## src/rtl/parity_serial_tx.sv

```systemverilog
// ---------------------------------------------------------------------------
// parity_serial_tx
//
// Serial transmitter with a small write FIFO. Each byte written by the CPU
// store path is sent LSB-first as an 11-bit frame:
//   start(0), d[0]..d[7], parity, stop(1)
// Each bit is held for CLKS_PER_BIT clock cycles. By default the parity bit
// makes the 9 bits {d, p} carry an even number of ones.
//
// Build option:
//   PARITY_TX_ODD_PARITY_EN  when defined, the parity bit makes {d, p} carry
//                            an odd number of ones. Timing is unchanged.
//
// Parameters:
//   CLKS_PER_BIT  clock cycles per serial bit (>= 2)
//   FIFO_DEPTH    byte entries in the write FIFO (power of two, >= 2)
//
// Ports:
//   clock    system clock, rising edge
//   resetn   asynchronous active-low reset
//   wr_en    write strobe, one byte per asserted cycle
//   wr_data  byte to transmit
//   clr_ovf  clears the sticky overflow flag
//   txd      registered serial line, idle high
//   busy     high while a frame is on the line
//   full     FIFO holds FIFO_DEPTH entries
//   empty    FIFO holds no entries
//   level    current FIFO occupancy
//   ovf      sticky flag: a write was dropped because the FIFO was full
// ---------------------------------------------------------------------------
module parity_serial_tx #(
    parameter int CLKS_PER_BIT = 16,
    parameter int FIFO_DEPTH   = 4
) (
    input  logic                          clock,
    input  logic                          resetn,
    input  logic                          wr_en,
    input  logic [7:0]                    wr_data,
    input  logic                          clr_ovf,
    output logic                          txd,
    output logic                          busy,
    output logic                          full,
    output logic                          empty,
    output logic [$clog2(FIFO_DEPTH):0]   level,
    output logic                          ovf
);

    localparam int AW = $clog2(FIFO_DEPTH);
    localparam int BW = $clog2(CLKS_PER_BIT);
    localparam logic [BW-1:0] BAUD_LAST = BW'(CLKS_PER_BIT - 1);
    localparam logic [AW:0]   DEPTH_L   = (AW + 1)'(FIFO_DEPTH);

    typedef enum logic [2:0] {
        IDLE,
        START,
        DATA,
        PARITY,
        STOP
    } state_e;

    // FIFO storage and bookkeeping
    logic [7:0]    mem_q [FIFO_DEPTH];
    logic [AW-1:0] wr_ptr_q;
    logic [AW-1:0] rd_ptr_q;
    logic [AW:0]   count_q;
    logic [AW:0]   count_d;
    logic          push;
    logic          pop;

    // Transmit FSM
    state_e        state_q;
    logic [BW-1:0] baud_q;
    logic [2:0]    bit_idx_q;
    logic [7:0]    shift_q;
    logic          parity_q;
    logic          txd_q;
    logic          busy_q;
    logic          ovf_q;
    logic          bit_done;
    logic [7:0]    head;

    function automatic logic frame_parity(input logic [7:0] d);
`ifdef PARITY_TX_ODD_PARITY_EN
        return ~(^d);
`else
        return ^d;
`endif
    endfunction

    assign full     = (count_q == DEPTH_L);
    assign empty    = (count_q == '0);
    assign level    = count_q;
    assign txd      = txd_q;
    assign busy     = busy_q;
    assign ovf      = ovf_q;
    assign head     = mem_q[rd_ptr_q];
    assign bit_done = (baud_q == BAUD_LAST);

    // A write is judged against 'full' before the edge, so a same-cycle pop
    // never makes room for it.
    assign push = wr_en && !full;
    // The FSM takes the next byte either from idle or on the last stop cycle,
    // which gives back-to-back frames without an idle gap.
    assign pop  = !empty && ((state_q == IDLE) || (state_q == STOP && bit_done));

    always_comb begin
        // NOTE: default assignment first so every path drives count_d and no latch is inferred.
        count_d = count_q;
        unique case ({push, pop})
            2'b10:   count_d = count_q + 1'b1;
            2'b01:   count_d = count_q - 1'b1;
            default: count_d = count_q;
        endcase
    end

    // NOTE: the storage array has no reset; validity is tracked by the pointers and count.
    always_ff @(posedge clock) begin
        if (push) begin
            mem_q[wr_ptr_q] <= wr_data;
        end
    end

    // NOTE: sequential state uses non-blocking assignments so all registers update together.
    always_ff @(posedge clock or negedge resetn) begin
        if (!resetn) begin
            wr_ptr_q <= '0;
            rd_ptr_q <= '0;
            count_q  <= '0;
            ovf_q    <= 1'b0;
        end else begin
            count_q <= count_d;
            // Power-of-two depth: pointers wrap by natural overflow.
            if (push) wr_ptr_q <= wr_ptr_q + 1'b1;
            if (pop)  rd_ptr_q <= rd_ptr_q + 1'b1;
            // Set has priority over clear.
            if (wr_en && full) begin
                ovf_q <= 1'b1;
            end else if (clr_ovf) begin
                ovf_q <= 1'b0;
            end
        end
    end

    always_ff @(posedge clock or negedge resetn) begin
        if (!resetn) begin
            state_q   <= IDLE;
            baud_q    <= '0;
            bit_idx_q <= '0;
            shift_q   <= '0;
            parity_q  <= 1'b0;
            txd_q     <= 1'b1;
            busy_q    <= 1'b0;
        end else begin
            // Baud counter runs in every non-idle state and restarts on each bit boundary.
            if (state_q != IDLE) begin
                baud_q <= bit_done ? '0 : baud_q + 1'b1;
            end
            unique case (state_q)
                IDLE: begin
                    baud_q <= '0;
                    if (pop) begin
                        shift_q  <= head;
                        parity_q <= frame_parity(head);
                        txd_q    <= 1'b0;
                        busy_q   <= 1'b1;
                        state_q  <= START;
                    end
                end
                START: begin
                    if (bit_done) begin
                        bit_idx_q <= '0;
                        txd_q     <= shift_q[0];
                        shift_q   <= {1'b0, shift_q[7:1]};
                        state_q   <= DATA;
                    end
                end
                DATA: begin
                    if (bit_done) begin
                        if (bit_idx_q == 3'd7) begin
                            txd_q   <= parity_q;
                            state_q <= PARITY;
                        end else begin
                            bit_idx_q <= bit_idx_q + 1'b1;
                            txd_q     <= shift_q[0];
                            shift_q   <= {1'b0, shift_q[7:1]};
                        end
                    end
                end
                PARITY: begin
                    if (bit_done) begin
                        txd_q   <= 1'b1;
                        state_q <= STOP;
                    end
                end
                STOP: begin
                    if (bit_done) begin
                        if (pop) begin
                            shift_q  <= head;
                            parity_q <= frame_parity(head);
                            txd_q    <= 1'b0;
                            state_q  <= START;
                        end else begin
                            busy_q  <= 1'b0;
                            state_q <= IDLE;
                        end
                    end
                end
                default: begin
                    txd_q   <= 1'b1;
                    busy_q  <= 1'b0;
                    state_q <= IDLE;
                end
            endcase
        end
    end

endmodule
```

## config.mk

```make
export PLATFORM = sky130hd
export DESIGN_NAME = parity_serial_tx
export DESIGN_NICKNAME = d
export VERILOG_FILES = /design/src/rtl/parity_serial_tx.sv
export SDC_FILE = /design/constraint.sdc
export NUM_CORES = 1
export LEC_CHECK = 0
export BUFFER_PORTS_ARGS = -buffer_cell sky130_fd_sc_hd__buf_2
export CORE_MARGIN = 3
export CORE_UTILIZATION = 59
export CTS_CLUSTER_DIAMETER = 40
export CTS_CLUSTER_SIZE = 30
export DETAILED_ROUTE_END_ITERATION = 10
export GPL_TIMING_DRIVEN = 1
export PLACE_DENSITY = 0.87
export SETUP_SLACK_MARGIN = 0.2
export SLEW_MARGIN = 20
export SYNTH_ARGS = -nofsm -noshare
export SYNTH_HDL_FRONTEND = slang
export SYNTH_SLANG_ARGS = --single-unit
```

## constraint.sdc

```tcl
create_clock -name clock -period 2.8 [get_ports clock]
set_input_delay 0.14 -clock clock [delete_from_list [all_inputs] [get_ports clock]]
set_output_delay 0.14 -clock clock [all_outputs]
set_load 0.02 [all_outputs]
```

==> results.sh <==
export IMPL_clock_sinks=61
export IMPL_synth_top_cell_area_share_pct=34.3
export IMPL_final_net_count=247
export IMPL_crit_fanout=4
export IMPL_fin_ws_ps=457
export IMPL_maxCapViolations=0
export IMPL_cts_buffers=9
export IMPL_synth_area_um2=2800
export IMPL_place_congestion=0.877
export IMPL_final_cells=283
export IMPL_num_io_pins=20
export IMPL_clk_pin_slew_worst_paths_ps=80
export IMPL_grtUsageTotal_pct=19.3
export IMPL_final_cell_mix="edfxtp_1, dfrtp_1, buf_2"
export IMPL_hold_path_class="primary input to flop"
export IMPL_die_x_um=74.9
export IMPL_ir_worst_vdd_v=0.000688
export IMPL_dp_cells=262
export IMPL_place_ws_ps=290
export IMPL_drt_iter0_drc=236
export IMPL_hpwlAfterDp_mm=3.13
export IMPL_htreeDepth=3
export IMPL_synth_top_area_cell="edfxtp_1"
export IMPL_worst_slew_pin_slew_ps=641
export IMPL_ys_seq_area_share_pct=60.3
export IMPL_antenna_cells=0
export IMPL_powerDensity_nw_per_um2=1180
export IMPL_synth_avg_cell_area_um2=14.2
export IMPL_rsz0062_at_grt="no"
export IMPL_post_route_util_pct=71.4
export IMPL_cpMaxStageDelayCell="dfrtp_1"
export IMPL_max_clock_freq_ghz=0.427
export IMPL_drive_above_1_share_pct=29.0
export IMPL_crit_arrival_ps=2610
export IMPL_core_area_um2=4470
export IMPL_drtAntennaViolNets=0
export IMPL_area_delta_synth_final_pct=14.0
export IMPL_synthFlopType="edfxtp_1"
export IMPL_cts_tree="yes"
export IMPL_die_h_um=74.9
export IMPL_skew_ps=7.72
export IMPL_synthesis_nets=218
export IMPL_remaining_drc_errors=0
export IMPL_start_kind="flop"
export IMPL_clkLatencyLatePin_ps=340
export IMPL_slew_headroom_pct=57.3
export IMPL_ys_seq_elements=61
export IMPL_die_area_um2=5610
export IMPL_drt_first_pass_iters=4
export IMPL_vias=1579
export IMPL_endpoint_kind="flop"
export IMPL_grt_pass1_vias=1563
export IMPL_yosys_warnings=0
export IMPL_r2r_slack_ps=460
export IMPL_synth_area_leaders="edfxtp_1, dfrtp_1, mux4_2"
export IMPL_overflow=0
export IMPL_cts_path_max_buffers=2
export IMPL_tns_ps=0
export IMPL_fin_crit_sh_pct=83.7
export IMPL_outcome="complete, no violations"
export IMPL_numPortBuffers=19
export IMPL_start_util_pct=62.6
export IMPL_num_rows=24
export IMPL_syn_inst=197
export IMPL_layout_commonest_cell="edfxtp_1"
export IMPL_leakage_nw=1.33
export IMPL_root_buffer="clkbuf_8"
export IMPL_slew_viol_final=0
export IMPL_antenna_found_initial=0
export IMPL_cpPeakStageDelay_ps=380
export IMPL_ys_async_sr_fraction_pct=47.5
export IMPL_wl_mm=4.64
export IMPL_via_per_inst=5.58
export IMPL_detail_route_wl_per_cell_um=16.4
export IMPL_post_route_min_period_ps=2340
export IMPL_worstPathRequired_ps=3070
export IMPL_crit_chain="ha_1, and3_2, o21ai_0, nor2_2, ha_1, inv_1, fa_1, xor2_1, nor2_1, xor2_1"
export IMPL_worstSetupPathType="flop to flop"
export IMPL_grt_pass1_wl_mm=7.72
export IMPL_synthDistinctLibCells=40
export IMPL_setup_violations=0
export IMPL_synth_edf_count=32
export IMPL_finalHoldViolations=0
export IMPL_grt_max_degree=30
==> cell usage after synthesis, types with 2 or more instances <==
cell and number:
o21ai_0 12, buf_6 2, a21oi_1 6, nand3_1 4
clkbuf_1 3, nand2b_1 2, mux4_2 8, and2_1 4
xor2_1 4, ha_1 8, inv_1 10, nand2_1 9
nor2b_1 4, dfrtp_1 28, edfxtp_1 32, mux2_2 7
nor2_1 12, mux2_4 8, xnor2_1 12, a31oi_1 2
==> flip-flops by register name (all words and copies together), names as in the netlist, 2 cells and up <==
signal,count
baud_q,4
bit_idx_q,3
level,3
mem_q,32
rd_ptr_q,2
shift_q,8
state_q,3
wr_ptr_q,2
==> cells by family after synthesis <==
kind of cell | Yosys count | synth area share [%]
DFF | 61 | 60.3
and+or+nand+nor | 42 | 7.82
AOI/OAI and AO/OA | 27 | 5.58
muxes | 24 | 13.9
buffers and inverters | 18 | 3.17
xor gates and xnor gates | 16 | 5.00
adders and majority gates | 9 | 4.29
==> layout make-up <==
cell class,count,area [µm²]
tap,52,65.1
fill,276,1280
clock buffer,9,124
sequential,61,1690
inverter,10,37.5
timing repair buffer,26,155
clock inverter,7,97.6
multi-input combinational,118,1030
==> path summary, 6_finish.rpt <==
kind / startpoint / endpoint / cells after the start
max in group asynchronous: resetn / ovf / 2
min in group asynchronous: resetn / baud_q[0] / 2
min: wr_data[6] / mem_q[1][6] / 1
max: baud_q[0] / level[2] / 10
min reg2reg: baud_q[0] / baud_q[0] / 1
max reg2reg: baud_q[0] / level[2] / 10
==> stage by stage <==
step | instance area [µm²] | hold WS, ps | total power [mW]
after floorplan | 2800 | -156 | 2.59
after global placement | 2930 | 202 | 2.83
after detailed placement | 2930 | 209 | 2.88
after CTS | 3180 | 0.659 | 3.77
after global routing | 3190 | 3.81 | 3.99
final | 3190 | 11.2 | 3.76
==> critical path, delay by kind of cell, from the launching register on <==
family	cells	cell delay (ps)
adder cells (fa/ha/maj)	3	850
AND/OR/NAND/NOR	3	570
flip-flops	1	380
XOR/XNOR	2	290
AO/OA/AOI/OAI	1	120
buffers and inverters	1	60
==> report_power, final <==
group          switching (mW)  total [mW]  leakage (nW)  internal, mW
registers               0.216        1.45         0.644          1.23
logic                   0.688        1.45         0.577         0.757
clock network           0.361       0.864         0.106         0.503
total                    1.27        3.76          1.33          2.49
==> layer usage <==
| layer | GRT usage, % | share of wire (%) | vias to the layer above |
|---|---|---|---|
| met5 | 0 | 0 | - |
| met4 | 9.49 | 2.2 | 0 |
| met3 | 6.01 | 4.3 | 9 |
| met2 | 28.4 | 48 | 33 |
| met1 | 26.3 | 46 | 773 |
| li1 | - | - | 764 |
==> timing repair <==
| item | 4_1_cts | 5_1_grt |
|---|---|---|
| endpoints found under the setup margin | 0 | 1 |
| hold buffers | 3 | 0 |
| gates resized for setup | 0 | 1 |
| endpoints found under the hold margin | 33 | 0 |
| setup buffers | 0 | 2 |
Power figures use the tool's default switching activity.
